==> config.mk <==
export PLATFORM = sky130hd
export DESIGN_NAME = ahb_fifo_arbiter_flat
export DESIGN_NICKNAME = d
export VERILOG_FILES = /design/src/rtl/ahb_fifo_arbiter_if.sv /design/src/rtl/ahb_fifo_arbiter.sv /design/src/flat_wrapper.sv
export SDC_FILE = /design/constraint.sdc
export NUM_CORES = 1
export LEC_CHECK = 0
export CORE_MARGIN = 5
export CORE_UTILIZATION = 50
export DETAILED_ROUTE_END_ITERATION = 10
export HOLD_SLACK_MARGIN = 0.1
export PLACE_DENSITY_LB_ADDON = 0.1
export SYNTH_ARGS = -nofsm -noshare
export SYNTH_HDL_FRONTEND = slang
export SYNTH_SLANG_ARGS = --single-unit
==> constraint.sdc <==
create_clock -name hclk -period 5.01 [get_ports hclk]
set_input_delay 1.002 -clock hclk [delete_from_list [all_inputs] [get_ports hclk]]
set_output_delay 1.002 -clock hclk [all_outputs]
set_load 0.02 [all_outputs]
==> src/rtl/ahb_fifo_arbiter_if.sv <==
// Request/grant bundle between the NMASTER requesters and the AHB-FIFO arbiter.
// A request is level-held on hbusreq until the master sees its hgrant bit, and a transfer beat is accepted only on a hready-high edge.
interface ahb_fifo_arbiter_if #(
  parameter int NMASTER = 4,
  parameter int MW      = $clog2(NMASTER)
);
  logic [NMASTER-1:0] hbusreq;
  logic [NMASTER-1:0] hreqwr;
  logic [NMASTER-1:0] hlock;
  logic [1:0]         htrans;
  logic [2:0]         hburst;
  logic               hready;
  logic               wfull;
  logic               rempty;
  logic [NMASTER-1:0] hgrant;
  logic [MW-1:0]      hmaster;
  logic               hmastlock;

  modport slave (
    input  hbusreq, hreqwr, hlock, htrans, hburst, hready, wfull, rempty,
    output hgrant, hmaster, hmastlock
  );

  modport master (
    output hbusreq, hreqwr, hlock, htrans, hburst, hready, wfull, rempty,
    input  hgrant, hmaster, hmastlock
  );
endinterface

==> src/rtl/ahb_fifo_arbiter.sv <==
// Round-robin AHB arbiter for the shared AHB-FIFO slave port: FIFO-aware
// eligibility, defined-length burst tracking and locked-sequence hold.
module ahb_fifo_arbiter #(
  parameter int NMASTER = 4,
  parameter int MW      = $clog2(NMASTER)
) (
  input  logic                     hclk,
  input  logic                     hreset,
  ahb_fifo_arbiter_if.slave        bus,
  output logic [1:0]               dbg_state
);
  localparam logic [1:0] TR_IDLE   = 2'b00;
  localparam logic [1:0] TR_BUSY   = 2'b01;
  localparam logic [1:0] TR_NONSEQ = 2'b10;
  localparam logic [1:0] TR_SEQ    = 2'b11;

  typedef enum logic [1:0] {
    ARB   = 2'd0,
    ADDR  = 2'd1,
    BURST = 2'd2,
    LOCK  = 2'd3
  } state_t;

  state_t             state;
  logic [4:0]         beat_cnt;
  logic [4:0]         burst_len;
  logic [MW-1:0]      last_idx;
  logic [MW-1:0]      own_idx;
  logic [MW-1:0]      win_idx;
  logic [NMASTER-1:0] win_oh;
  logic               win_vld;
  logic               last_beat;
  logic [NMASTER-1:0] eligible;

  assign dbg_state = state;

  assign eligible = bus.hbusreq
                  & ~(bus.hreqwr & {NMASTER{bus.wfull}})
                  & ~(~bus.hreqwr & {NMASTER{bus.rempty}});

  always_comb begin
    own_idx = '0;
    for (int i = 0; i < NMASTER; i++) begin
      if (bus.hgrant[i]) own_idx = MW'(i);
    end
  end

  // Walk downward so the nearest index above last_idx is the final assignment.
  always_comb begin
    int            cand;
    logic [MW-1:0] cand_idx;
    cand     = 0;
    cand_idx = '0;
    win_vld  = 1'b0;
    win_idx  = last_idx;
    for (int k = NMASTER; k >= 1; k--) begin
      cand = int'(last_idx) + k;
      if (cand >= NMASTER) cand = cand - NMASTER;
      cand_idx = MW'(cand);
      if (eligible[cand_idx]) begin
        win_vld = 1'b1;
        win_idx = cand_idx;
      end
    end
  end

  assign win_oh = {{(NMASTER-1){1'b0}}, 1'b1} << win_idx;

  always_comb begin
    case (bus.hburst)
      3'd0:       burst_len = 5'd1;
      3'd1:       burst_len = 5'd0;
      3'd2, 3'd3: burst_len = 5'd4;
      3'd4, 3'd5: burst_len = 5'd8;
      default:    burst_len = 5'd16;
    endcase
  end

  assign last_beat = bus.hready &&
    ((state == ADDR  && bus.htrans == TR_NONSEQ && burst_len == 5'd1) ||
     (state == BURST && bus.htrans == TR_SEQ    && beat_cnt  == 5'd2));

  always_ff @(posedge hclk or posedge hreset) begin
    if (hreset) begin
      state         <= ARB;
      beat_cnt      <= '0;
      last_idx      <= MW'(NMASTER - 1);
      bus.hgrant    <= {{(NMASTER-1){1'b0}}, 1'b1};
      bus.hmaster   <= '0;
      bus.hmastlock <= 1'b0;
    end else if (bus.hready) begin
      bus.hmaster   <= own_idx;
      bus.hmastlock <= bus.hlock[own_idx];
      case (state)
        ARB: begin
          if (win_vld) begin
            bus.hgrant <= win_oh;
            last_idx   <= win_idx;
            state      <= ADDR;
          end
        end
        ADDR: begin
          if (bus.htrans == TR_NONSEQ) begin
            beat_cnt <= burst_len;
            state    <= BURST;
          end else if (bus.htrans == TR_IDLE || !bus.hbusreq[own_idx]) begin
            state <= ARB;
          end
        end
        BURST: begin
          case (bus.htrans)
            TR_SEQ:  if (beat_cnt > 5'd1) beat_cnt <= beat_cnt - 5'd1;
            TR_BUSY: ;
            default: state <= ARB;
          endcase
        end
        LOCK: begin
          if (!bus.hlock[own_idx]) state <= ARB;
        end
        default: state <= ARB;
      endcase
      // Final beat hands the bus over on the same edge so no idle ARB cycle is inserted.
      if (last_beat) begin
        if (bus.hlock[own_idx]) begin
          state <= LOCK;
        end else if (win_vld) begin
          bus.hgrant <= win_oh;
          last_idx   <= win_idx;
          state      <= ADDR;
        end else begin
          state <= ARB;
        end
      end
    end
  end
endmodule

==> src/flat_wrapper.sv <==
// flat-port wrapper written by rule: the top's interface ports become plain ports
module ahb_fifo_arbiter_flat 
#(
  parameter int NMASTER = 4,
  parameter int MW      = $clog2(NMASTER)
)
  (hclk, hreset, dbg_state, bus_hbusreq, bus_hreqwr, bus_hlock, bus_htrans, bus_hburst, bus_hready, bus_wfull, bus_rempty, bus_hgrant, bus_hmaster, bus_hmastlock);
  ahb_fifo_arbiter_if #(.NMASTER(NMASTER), .MW(MW)) bus_i ();
  input  logic hclk;
  input  logic hreset;
  output logic [1:0] dbg_state;
  input wire logic [$bits(bus_i.hbusreq)-1:0] bus_hbusreq;
  input wire logic [$bits(bus_i.hreqwr)-1:0] bus_hreqwr;
  input wire logic [$bits(bus_i.hlock)-1:0] bus_hlock;
  input wire logic [$bits(bus_i.htrans)-1:0] bus_htrans;
  input wire logic [$bits(bus_i.hburst)-1:0] bus_hburst;
  input wire logic [$bits(bus_i.hready)-1:0] bus_hready;
  input wire logic [$bits(bus_i.wfull)-1:0] bus_wfull;
  input wire logic [$bits(bus_i.rempty)-1:0] bus_rempty;
  output wire logic [$bits(bus_i.hgrant)-1:0] bus_hgrant;
  output wire logic [$bits(bus_i.hmaster)-1:0] bus_hmaster;
  output wire logic [$bits(bus_i.hmastlock)-1:0] bus_hmastlock;
  assign bus_i.hbusreq = bus_hbusreq;
  assign bus_i.hreqwr = bus_hreqwr;
  assign bus_i.hlock = bus_hlock;
  assign bus_i.htrans = bus_htrans;
  assign bus_i.hburst = bus_hburst;
  assign bus_i.hready = bus_hready;
  assign bus_i.wfull = bus_wfull;
  assign bus_i.rempty = bus_rempty;
  assign bus_hgrant = bus_i.hgrant;
  assign bus_hmaster = bus_i.hmaster;
  assign bus_hmastlock = bus_i.hmastlock;
  ahb_fifo_arbiter #(.NMASTER(NMASTER), .MW(MW)) u_core (.hclk(hclk), .hreset(hreset), .bus(bus_i), .dbg_state(dbg_state));
endmodule
[After elaboration in Yosys (flattened, before gate mapping)]
Cells that the tools add are included.
Operators by class
  multiply operators: 0
  reductions and logical operators: 17
  $lt $le $gt $ge: 10
  div/mod/pow operators: 0
  add/subtract/negate cells: 9
  shift-type cells: 1
  mux-type cells: 51
  equal/unequal tests: 20
  bitwise logic cells: 7
Operator list (number)
  $mux W2: 22
  $mux W4: 5
  $pmux W5 S4: 1
  $and A4 B4 Y4: 4
  $lt A2 B3 Y1 const B: 5
  $mux W5: 3
  $bmux W1 S2: 6
  $mux W1: 12
  $not A4 Y4: 3
  $pmux W5 S2: 1
  $reduce_and A5 Y1: 2
  $ge A3 B3 Y1 const B: 3
  $eq A2 B2 Y1 const B: 4
  $pmux W2 S4: 1
  $sub A2 B1 Y2 const B: 4
  $add A2 B2 Y3 const B: 2
  $eq A3 B2 Y1 const B: 2
  $eq A3 B3 Y1 const B: 2
  $ne A2 B2 Y1 const B: 3
  $ne A3 B2 Y1 const B: 2
  $reduce_or A2 Y1: 3
  $eq A5 B1 Y1 const B: 1
  $eq A5 B2 Y1 const B: 1
  $gt A5 B1 Y1 const B: 1
  other kinds (15): 22
Word-level totals
  flip-flop bits (word level): 16
  output and inout bits: 9
  latch bits: 0
  word-level logic and storage cells: 121
  memory bits (read-only): 0
  RAM bits: 0
  memories: 0
  input port bits: 22

[Depth between registers and ports, before layout]
Gate-level depths: netlist of run 1.
  depth after elaboration: 16
  mapped depth: 8
  depth with buffers taken out: 7

[Worst setup path before layout of run 1]
No wires, ideal clock.
  kind: input-to-reg
  start point: input bus_hready
  end point: register u_core.bus.hgrant[1]
  data required time: 4885 ps
  data arrival time: 2287 ps
  stages on the path: 6
  path buffers: 2
  setup slack: 2598 ps
  setup time: 125 ps
  cells stage by stage: clkbuf_1 > inv_1 > o32ai_2 > nor2b_1 > buf_6 > mux2_4
Between the ends
  cells in the longest elaborated chain, start to end: 2
RTL lines
  start, declared: RTL line flat_wrapper.sv:17  | input wire logic [$bits(bus_i.hready)-1:0] bus_hready;
  $logic_and A1 B1 Y1: RTL line ahb_fifo_arbiter.sv:79  | assign last_beat = bus.hready &&
  $mux W4: RTL line ahb_fifo_arbiter.sv:123  | if (last_beat) begin
  end signal, assigned: RTL line ahb_fifo_arbiter.sv:88  | bus.hgrant <= {{(NMASTER-1){1'b0}}, 1'b1};
  end signal, assigned: RTL line ahb_fifo_arbiter.sv:97  | bus.hgrant <= win_oh;
  end signal, assigned: RTL line ahb_fifo_arbiter.sv:127  | bus.hgrant <= win_oh;
  end, declared: RTL line ahb_fifo_arbiter_if.sv:21  | output hgrant, hmaster, hmastlock
Parallel ways exist; a longest one is shown, timed or not.
A chain may end at the register's enable or synchronous reset.

[Worst setup path in the final report of run 1]
  start point: input bus_hready
  end point: register u_core.bus.hgrant[3]
Same word-level chain as after synthesis.

==> reports/results.tsv, run 1 <==
metric	value	unit
slew_headroom	59.0	%
setup_ws	2130	ps
drc	0	
syn_inst	150	
seq_area_frac_synth	30.5	%
clkTransAtPathRegs	110	ps
rsz0062_at_grt	no	
final_nets	204	
synth_ff_type	dfrtp_1	
max_freq	347	MHz
async_flop_share	100	%
p_clk_share	11.6	%
yosys_warnings	0	
cts_tree	yes	
criticalPathCategory	in -> reg	
start_util	53.1	%
wirelength	3.45	mm
finalCritPeriodShare	57.4	%
ant_nets	0	
cts_resized	0	
critPathBufInv	2	
power_leakage	0.000666	uW
syn2layout_area_growth	25.8	%
start_kind	input port	
power_frac_comb	51.9	%
worstMarginPinSlew	614	ps
vias_per_cell	6.21	
die_h	61.5	um
io_buffers	30	
synthTopCellsByArea	dfrtp_1, dfstp_2, mux2_4	
ctsLongestPathBuffers	2	
crit_chain	clkdlybuf4s50_1, inv_1, o32ai_2, nor2b_1, mux2_4	
power_switching	328	uW
hold_viol_final	0	
slew_violations	0	
grt_max_degree	17	
yosys.area.top_type	dfrtp_1	
num_rows	18	
antenna_cells	0	
p_per_area	460	nW/um2
design_area	1670	um2
post-place-ws	1840	ps
crit_fanout	10	
period_minus_slack	2880	ps
dp.final_hpwl	2.70	mm
swShare	42.8	%
whs	521	ps
antenna_found_initial	0	
synth_edf_count	0	
status	complete, no violations	
synth_cell_types	49	
drv_cap	0	
finalClockSkew	10.4	ps
routedWlPerCell	16.6	um
finalSetupViolations	0	
drive_gt1_share	8.99	%
die_x	61.5	um
firstDrtPassIters	4	
core	2500	um2
hold_buffers	0	
cp_slowest_cell	clkdlybuf4s50_1	
track_usage	20.2	%
seqPwrFrac	36.5	%
synth_top_area_share	24.5	%
grt_pass1_vias	1274	
drtIter0Drc	66	
vias	1291	
die_area	3780	um2
gp_congestion	0.938	
syn_area	1330	um2
p_int	438	uW
numCtsBuffers	3	
cp.required	5190	ps
cts_num_sinks	16	
synth_fp_nets	175	
gr-total-overflow	0	
postCtsSetupRepairBufs	0	
hp-class	reg -> reg	
grt_pass1_wl	5.66	mm
io_pins	31	
crit_family	buffers and inverters	
dpl-instance-area	1630	um2
ys_ff_latch	16	
power	766	uW
fin_tns_setup	0	ps
vdd_ir_drop_max	0.000353	V
avgSynthCellArea	8.84	um2
num-fill-cells	206	
worstPathArrival	3060	ps
root_buffer	clkbuf_4	
clk-insertion-delay-late	300	ps
cp_slowest_stage_delay	660	ps
end_kind	flip-flop	
cts_max_level	1	
[per-stage QoR]
step                      cells  util, %
after floorplan             150        -
after global placement      204     65.3
after detailed placement    204     65.3
after CTS                   208     66.7
after global routing        208     66.7
final                       208     66.7
[kinds of logic (layout without fill, tap and decap cells)]
kind of cell / after synthesis / in the layout / synth area share (%)
adders and majority gates: 3 / 3 / 2.83
DFF: 16 / 16 / 30.5
and+or+nand+nor: 56 / 56 / 23.2
buffers and inverters: 15 / 43 / 5.00
muxes: 9 / 9 / 8.40
AOI/OAI and AO/OA: 51 / 51 / 30.1
[sequential cells by signal, summed over array words and instances, names as in the netlist]
register              count
u_core.bus.hgrant         4
u_core.last_idx           2
u_core.bus.hmaster        2
u_core.dbg_state          2
u_core.beat_cnt           5
u_core.bus.hmastlock      1
[power groups by stage]
stage                     clock network (uW)  logic (uW)  registers [uW]
after floorplan                            0         253             283
after global placement                     0         391             278
after detailed placement                   0         396             280
after CTS                               88.5         398             278
after global routing                    96.9         438             291
final                                   88.6         398             280
[synthesized netlist by cell type, drive strengths merged (2+ instances only)]
master    n
o22a      2
mux2      5
nor2     13
inv       9
nor3b     3
nand4     4
o2111ai   2
a22o      2
a31oi     2
a211oi    2
and4b     2
o221ai    3
nand2b    4
clkbuf    3
nor2b     9
buf       3
o21ai     9
dfrtp    13
nor3      4
a211o     2
dfstp     3
a41oi     3
ha        3
a22oi     3
nand2    10
o22ai     3
mux2i     4
a21oi     8
[path summary, 6_finish.rpt]
path,startpoint,end,slack [ps],depth (start not counted)
min,u_core.beat_cnt[4],u_core.beat_cnt[4],520,2
max,bus_hready,u_core.bus.hgrant[3],2130,5
min reg2reg,u_core.beat_cnt[4],u_core.beat_cnt[4],520,2
max in group asynchronous,hreset,u_core.bus.hgrant[1],3540,2
min in group asynchronous,hreset,u_core.dbg_state[1],1070,2
max reg2reg,u_core.beat_cnt[0],u_core.bus.hgrant[3],2810,7
[worst reg2reg max path: stages, from the launching register on]
cell and delay [ps]:
dfrtp_1 430, inv_1 130, ha_1 160, and4b_1 190
a22o_1 170, a41oi_2 160, nor2b_1 490, mux2_4 350
[layout by cell type (no fill, tap or decap), types with 3 or more instances in the layout]
cell / netlist / layout
a21oi_1: 8 / 8
nand2b_1: 4 / 4
a22oi_1: 3 / 3
inv_1: 9 / 9
o221ai_1: 3 / 3
clkbuf_4: 0 / 3
dfstp_2: 3 / 3
o21ai_1: 5 / 5
nor2b_1: 9 / 9
dfrtp_1: 13 / 13
nand4_1: 4 / 4
clkdlybuf4s50_1: 0 / 30
nor2_1: 13 / 13
nand2_1: 10 / 10
o22ai_1: 3 / 3
mux2i_1: 4 / 4
nor3b_1: 3 / 3
mux2_4: 4 / 4
ha_1: 3 / 3
nor3_1: 4 / 4
o21ai_0: 4 / 4
[area by class of cell]
cell class	count	area (um2)	share of cell area, %
flip-flops and latches	16	404	24.2
clock buffers	4	36.3	2.18
inverters	9	33.8	2.03
multi-input cells	119	856	51.3
well taps	30	37.5	2.25
repair buffers	30	300	18.0
[per-layer routing]
metal / vias to the layer above / share of wire [%] / GRT usage [%]
li1: 633 / - / -
met1: 615 / 43 / 24.6
met2: 39 / 50 / 35.3
met3: 4 / 4.8 / 2.10
met4: 0 / 1.5 / 9.39
met5: - / 0 / 0
No activity file was read; power rests on OpenSTA's default activity.
==> run 2, diff against run 1 <==
==> constraint.sdc (replaced) <==
create_clock -name hclk -period 3 [get_ports hclk]
set_input_delay 0.6 -clock hclk [delete_from_list [all_inputs] [get_ports hclk]]
set_output_delay 0.6 -clock hclk [all_outputs]
set_load 0.02 [all_outputs]
==> reports/results.tsv, run 2 (synthesized netlist as in run 1, its figures left out) <==
metric	value	unit	change
hold_viol_final	0		unchanged
fin_tns_setup	0	ps	unchanged
final_nets	205		+0.49%
finalCritPeriodShare	81.9	%	
gp_congestion	0.947		+0.93%
hp-class	reg -> reg		
vias_per_cell	6.22		+0.22%
drc	0		unchanged
cp_slowest_cell	clkdlybuf4s50_1		
cp_slowest_stage_delay	600	ps	-60 ps
cp.required	3170	ps	-2020 ps
grt_pass1_vias	1236		-3.0%
post-place-ws	264	ps	-1570 ps
drv_cap	0		unchanged
num_rows	18		unchanged
dpl-instance-area	1640	um2	+0.46%
placed_cells	205		+0.49%
max_freq	407	MHz	
die_x	61.5	um	unchanged
criticalPathCategory	in -> reg		
ctsLongestPathBuffers	2		unchanged
most-common-layout-cells	clkdlybuf4s50_1, nor2_1, dfrtp_1, nand2_1		
instances_no_fill	209		+0.48%
clk-insertion-delay-late	280	ps	-20 ps
track_usage	19.6	%	-0.56 points
core	2500	um2	unchanged
root_buffer	clkbuf_4		
die_area	3780	um2	unchanged
finalClockSkew	5.38	ps	-5.03 ps
cts_max_level	1		unchanged
finalSetupViolations	0		unchanged
numCtsBuffers	3		unchanged
drtIter0Drc	99		+50%
start_util	53.1	%	unchanged
worstPathArrival	2630	ps	-430 ps
crit_family	buffers and inverters		
critPathBufInv	1		-1
io_pins	31		unchanged
cts_num_sinks	16		unchanged
end_kind	flip-flop		
grt_pass1_wl	5.64	mm	-0.48%
slew_violations	0		unchanged
largest_registers	u_core.beat_cnt: 5 flops, u_core.bus.hgrant: 4 flops		
antenna_found_initial	0		unchanged
vdd_ir_drop_max	0.000462	V	+31%
cts_tree	yes		
hold_buffers	0		unchanged
io_buffers	30		unchanged
final-seq-area	404	um2	unchanged
crit_chain	clkdlybuf4s50_1, a22o_1, a221oi_2, o32ai_2, nor2b_1, mux2_4		
postCtsSetupRepairBufs	0		unchanged
crit_fanout	6		-4
largest-register	u_core.beat_cnt		
firstDrtPassIters	7		+3
die_h	61.5	um	unchanged
period_minus_slack	2460	ps	
routedWlPerCell	16.3	um	-1.9%
status	complete, no violations		
power_leakage	0.000671	uW	+0.72%
ant_nets	0		unchanged
setup_ws	543	ps	-1590 ps
final_common_cell	clkdlybuf4s50_1		
cp.depth	6		+1
antenna_cells	0		unchanged
rsz0062_at_grt	no		
design_area	1680	um2	+0.45%
syn2layout_area_growth	26.3	%	
largest_reg_flops	5		unchanged
wirelength	3.40	mm	-1.4%
drive_gt1_share	9.50	%	+0.51 points
multi_input_area	856	um2	unchanged
gr-total-overflow	0		unchanged
grt_max_degree	17		unchanged
hold_depth	2		unchanged
vias	1300		+0.70%
worstMarginPinSlew	618	ps	+4.38 ps
p_per_area	761	nW/um2	+66%
slew_headroom	58.7	%	-0.29 points
ff2ff_path_depth	7		unchanged
num-fill-cells	206		unchanged
start_kind	input port		
cts_resized	0		unchanged
clkTransAtPathRegs	100	ps	about the same
power	1270	uW	+66%
dp.final_hpwl	2.73	mm	+1.1%
-- run 2: worst register-to-register path, delay by kind of cell, from the launching register on --
family                   cells  cell delay, ps
AND/OR/NAND/NOR              2             690
adder cells (fa/ha/maj)      1             160
multiplexers                 1             350
flip-flops                   1             430
AO/OA/AOI/OAI                2             330
buffers and inverters        1             140
-- run 2: final timing paths --
kind | start | endpoint | slack, ps
worst max-delay path | bus_hbusreq[3] | u_core.bus.hgrant[1] | 540
min in group asynchronous | hreset | u_core.bus.hmaster[0] | 690
worst max register to register | u_core.beat_cnt[0] | u_core.bus.hgrant[1] | 820
worst min-delay path | u_core.bus.hmaster[1] | u_core.bus.hmaster[1] | 540
max in group asynchronous | hreset | u_core.beat_cnt[4] | 1910
worst min register to register | u_core.bus.hmaster[1] | u_core.bus.hmaster[1] | 540
-- run 2: area by class of cell --
class | count | share of cell area (%)
flip-flops and latches | 16 | 24.1
repair buffers | 31 | 18.4
multi-input cells | 119 | 51.1
inverters | 9 | 2.02
clock buffers | 4 | 2.17
well taps | 30 | 2.24
-- run 2: power by group --
part / switching [uW] / total, uW / internal (uW)
clock: 67.3 / 141 / 73.6
sequential: 140 / 466 / 326
combinational: 335 / 668 / 333
total: 543 / 1270 / 732
-- run 2: per-layer routing --
metal	track usage [%]	vias up	part of all wire [%]
met3	2.52	6	6.1
li1	-	640	-
met4	5.76	0	1.7
met2	33.9	51	48
met1	25.4	603	44
met5	0	-	0
-- run 2: stage by stage --
| step | hold slack (ps) | utilization [%] |
|---|---|---|
| 6_report | 539 | 67.0 |
| 4_1_cts | 548 | 67.0 |
| 5_1_grt | 591 | 67.0 |
| 3_5_place_dp | 525 | 65.6 |
| 3_3_place_gp | 481 | 65.6 |
| 2_1_floorplan | 465 | - |
==> run 3, diff against run 2 <==
==> constraint.sdc (replaced) <==
create_clock -name hclk -period 2.5 [get_ports hclk]
set_input_delay 0.5 -clock hclk [delete_from_list [all_inputs] [get_ports hclk]]
set_output_delay 0.5 -clock hclk [all_outputs]
set_load 0.02 [all_outputs]
==> reports/results.tsv, run 3 (synthesized netlist as in run 1, its figures left out) <==
metric	value	unit	change
die_x	61.5	um	unchanged
hold_buffers	0		unchanged
drv_cap	0		unchanged
die_area	3780	um2	unchanged
cts_num_sinks	16		unchanged
worstMarginPinSlew	602	ps	-16.4 ps
num_rows	18		unchanged
vias_per_cell	6.34		+1.9%
cts_tree	yes		
cts_resized	0		unchanged
status	complete, no violations		
critPathBufInv	2		+1
grt_max_degree	17		unchanged
end_kind	flip-flop		
gp_congestion	0.979		+3.4%
dp.final_hpwl	2.76	mm	+1.2%
postCtsSetupRepairBufs	0		unchanged
drtIter0Drc	96		-3.0%
io_pins	31		unchanged
p_per_area	909	nW/um2	+19%
power_leakage	0.000691	uW	+3.0%
io_buffers	30		unchanged
antenna_found_initial	0		unchanged
final_nets	209		+2.0%
crit_fanout	6		unchanged
routedWlPerCell	16.6	um	+1.9%
clk-insertion-delay-late	290	ps	about the same
start_util	53.1	%	unchanged
grt_pass1_wl	5.78	mm	+2.4%
hold_viol_final	0		unchanged
crit_chain	clkdlybuf4s50_1, nor3_1, a22o_1, a41oi_2, nor2b_1, buf_4, mux2_4		
finalClockSkew	0.799	ps	-4.58 ps
period_minus_slack	2130	ps	
most-common-layout-cells	clkdlybuf4s50_1, nor2_1, dfrtp_1, nand2_1		
root_buffer	clkbuf_4		
crit_family	buffers and inverters		
vdd_ir_drop_max	0.000699	V	+51%
drive_gt1_share	11.5	%	+2.0 points
num-fill-cells	209		+1.5%
cts_max_level	1		unchanged
numCtsBuffers	3		unchanged
start_kind	input port		
antenna_cells	0		unchanged
drc	0		unchanged
grt_pass1_vias	1314		+6.3%
cp_slowest_stage_delay	470	ps	-130 ps
final_common_cell	clkdlybuf4s50_1		
wirelength	3.53	mm	+3.8%
largest_registers	u_core.beat_cnt: 5 flops, u_core.bus.hgrant: 4 flops		
ctsLongestPathBuffers	2		unchanged
track_usage	20.6	%	+1.0 points
fin_util	68.2	%	+1.2 points
ant_nets	0		unchanged
hp-class	reg -> reg		
criticalPathCategory	in -> reg		
rsz0062_at_grt	no		
firstDrtPassIters	5		-2
max_freq	470	MHz	
power	1550	uW	+22%
fin_tns_setup	0	ps	unchanged
cp_slowest_cell	clkdlybuf4s50_1		
syn2layout_area_growth	28.6	%	
slew_violations	0		unchanged
clkTransAtPathRegs	100	ps	about the same
finalSetupViolations	0		unchanged
cp.required	2690	ps	-480 ps
largest_reg_flops	5		unchanged
finalCritPeriodShare	85.2	%	
vias	1350		+3.8%
slew_headroom	59.8	%	+1.1 points
gr-total-overflow	0		unchanged
largest-register	u_core.beat_cnt		
worstPathArrival	2320	ps	-310 ps
die_h	61.5	um	unchanged
core	2500	um2	unchanged
run 3: cell types whose count changed in the layout (fill, tap and decap cells not counted):
cell	delta
buf_4	+4
run 3: through the flow:
step | cell area [um2] | hold slack, ps | setup WS, ps | std cells
floorplan | 1330 | 412 | 590 | 150
global placement | 1670 | 492 | 122 | 209
detailed placement | 1670 | 486 | 49.4 | 209
CTS | 1710 | 508 | 363 | 213
global route | 1710 | 542 | 311 | 213
finish | 1710 | 508 | 371 | 213
run 3: per-layer routing:
layer  wire length, um  global-route usage (%)  share of wire (%)
met1              1450                    25.3                 41
met3               264                    1.89                7.5
met2              1780                    36.3                 50
met4                36                    9.09                1.0
met5                 0                       0                  0
run 3: where the power goes:
group          total (uW)  switching [uW]  internal [uW]  leakage, uW
combinational         813             405            408     0.000476
sequential            562             171            391     0.000194
clock                 176            87.2           88.9    0.0000210
total                1550             663            887     0.000691
run 3: worst register-to-register path: cells and delay by family (launching register included):
family / cells / cell delay, ps
AOI/OAI and AO/OA: 2 / 480
DFF: 1 / 430
muxes: 1 / 290
and+or+nand+nor: 2 / 280
buffers and inverters: 2 / 270
adders and majority gates: 1 / 210
run 3: path summary, 6_finish.rpt:
kind | from | end | slack, ps | depth (start not counted)
worst max-delay path | bus_hburst[1] | u_core.bus.hgrant[1] | 370 | 7
worst min-delay path | u_core.beat_cnt[4] | u_core.beat_cnt[4] | 510 | 2
worst max register to register | u_core.beat_cnt[0] | u_core.bus.hgrant[1] | 430 | 8
worst min register to register | u_core.beat_cnt[4] | u_core.beat_cnt[4] | 510 | 2
max in group asynchronous | hreset | u_core.beat_cnt[1] | 1550 | 2
min in group asynchronous | hreset | u_core.bus.hmaster[0] | 560 | 2
run 3: area by class of cell:
type	instances	area, um2	area share, %
clock buffers	4	36.3	2.13
multi-input cells	119	856	50.2
well taps	30	37.5	2.20
repair buffers	35	338	19.8
flip-flops and latches	16	404	23.7
inverters	9	33.8	1.98
==> patch (settings of run 2) <==
Make the reset (`hreset`) synchronous in one clocked block.
--- a/src/rtl/ahb_fifo_arbiter.sv
+++ b/src/rtl/ahb_fifo_arbiter.sv
@@ -80,7 +80,7 @@
     ((state == ADDR  && bus.htrans == TR_NONSEQ && burst_len == 5'd1) ||
      (state == BURST && bus.htrans == TR_SEQ    && beat_cnt  == 5'd2));
 
-  always_ff @(posedge hclk or posedge hreset) begin
+  always_ff @(posedge hclk) begin
     if (hreset) begin
       state         <= ARB;
       beat_cnt      <= '0;
Behaviour: differs if hreset is asserted again (counterexample within 4 cycles, from zero or initial values and one cycle with hreset high); with hreset held inactive, the same outputs for 4 cycles.
==> patch against run 2 <==
  * Global-route usage decreased by 1.1 points
  * Sequential cell count unchanged
  * Wire length decreased by 8.9%
  * Critical path type unchanged
  * Clock skew increased by 1.9 ps
  * Sequential share of layout area decreased by 3.8 points
  * Worst hold slack got worse by 53 ps
  * Setup slack improved by 130 ps
  * Area after synthesis decreased by 5.5%
  * Largest cell class unchanged
  * Non-clock buffer count decreased by 1
  * Design area decreased by 5.8%
Power is not compared: it rests on default switching activity, and its combinational part moved more than twofold at a synthesized area within 25%.
==> patch: results (changes against run 2) <==
outcome complete, no violations (unchanged); Reg2Reg Depth 8 (was 7); Non-Filler Instances 216 (was 209); Crit Reg-Reg Endpoint u_core.bus.hgrant[2] (was u_core.bus.hgrant[1]); Worst Skew 7.30 ps (was 5.38 ps); vias in the first global route 1209 (was 1236); crit path to u_core.bus.hgrant[2] (was u_core.bus.hgrant[1]); Synth Net Count 183 (was 175); syn avg cell area 7.93 um^2 (was 8.84 um^2); routed len/inst 14.3 um (was 16.3 um); Met1 Wirelength 1.30 mm (was 1.48 mm); Non-clk bufs 30 (was 31); met3 routed wirelength 170 um (was 209 um); crit path max fanout 3 (was 6); area leader, netlist dfxtp_1 (was dfrtp_1); Storage cell area 320 um^2 (was 404 um^2); first-pass GRT wire length 5.11 mm (was 5.64 mm); Sequential Power 0.000238 W; DR WL met2 1.56 mm (was 1.65 mm); Global Route met1 Usage 21.8% (was 25.4%); most instantiated cells after synthesis nor2_1, dfxtp_1, a21oi_1, nand2_1 (was dfrtp_1, nor2_1, nand2_1, inv_1, nor2b_1); Starting DRT DRC Count 116 (was 99); share of cells above drive strength 1 6.45% (was 9.50%); Vias per Instance 5.94 (was 6.22); Hold Path Origin u_core.bus.hgrant[0] (was u_core.bus.hmaster[1]); DP Area 1560 um^2 (was 1640 um^2); Worst R2R Start u_core.beat_cnt[0] (unchanged); DP Wirelength 2.42 mm (was 2.73 mm); Synth Instances 158 (was 150); sequential-to-total area share from yosys stat 25.5% (was 30.5%); crit path DAT 2540 ps (was 2630 ps); gr usage total 18.5% (was 19.6%); met2 usage 32.1% (was 33.9%); met3 GRT Util 3.46% (was 2.52%); nets 213 (was 205); DP Worst Slack 397 ps (was 264 ps); async set-reset flop share out of synthesis 0% (was 100%); 1st-pass router iterations 4 (was 7); R2R Setup Slk 740 ps (was 820 ps); min setup slack post-route 678 ps (was 543 ps); Hold Path Sink u_core.bus.hgrant[0] (was u_core.bus.hmaster[1]); RD Place Congestion 0.917 (was 0.947); worst setup path start bus_hreqwr[2] (was bus_hbusreq[3])
## patch: cell count changes after synthesis, sizes merged, moves of 3 or more
cell,change
o221ai,-3
a21oi,+4
nor3,+5
nor2b,-4
nor2,+5
dfxtp,+16
o21ai,+4
mux2i,+3
mux2,-4
dfrtp,-13
dfstp,-3
nand4,-3
## patch: kinds of logic (layout without fill, tap and decap cells)
kind of cell	after synthesis	count (layout)	share of synthesized area (%)
simple gates	61	61	26.6
compound gates	56	56	32.8
flops	16	16	25.5
buf+inv	14	42	5.49
mux	8	8	6.49
fa+ha+maj	3	3	2.99
## patch: through the flow
stage	hold slack (ps)	total power (W)
after global routing	525	0.000550
after floorplan	495	0.000341
after CTS	493	0.000524
final	486	0.000519
after global placement	455	0.000404
after detailed placement	470	0.000406
## patch: worst max-delay path: stages
cell,delay [ps]
clkdlybuf4s50_1,520
mux2i_1,250
nand2_1,110
a41o_1,250
a221oi_1,300
or3b_1,400
a21oi_2,110
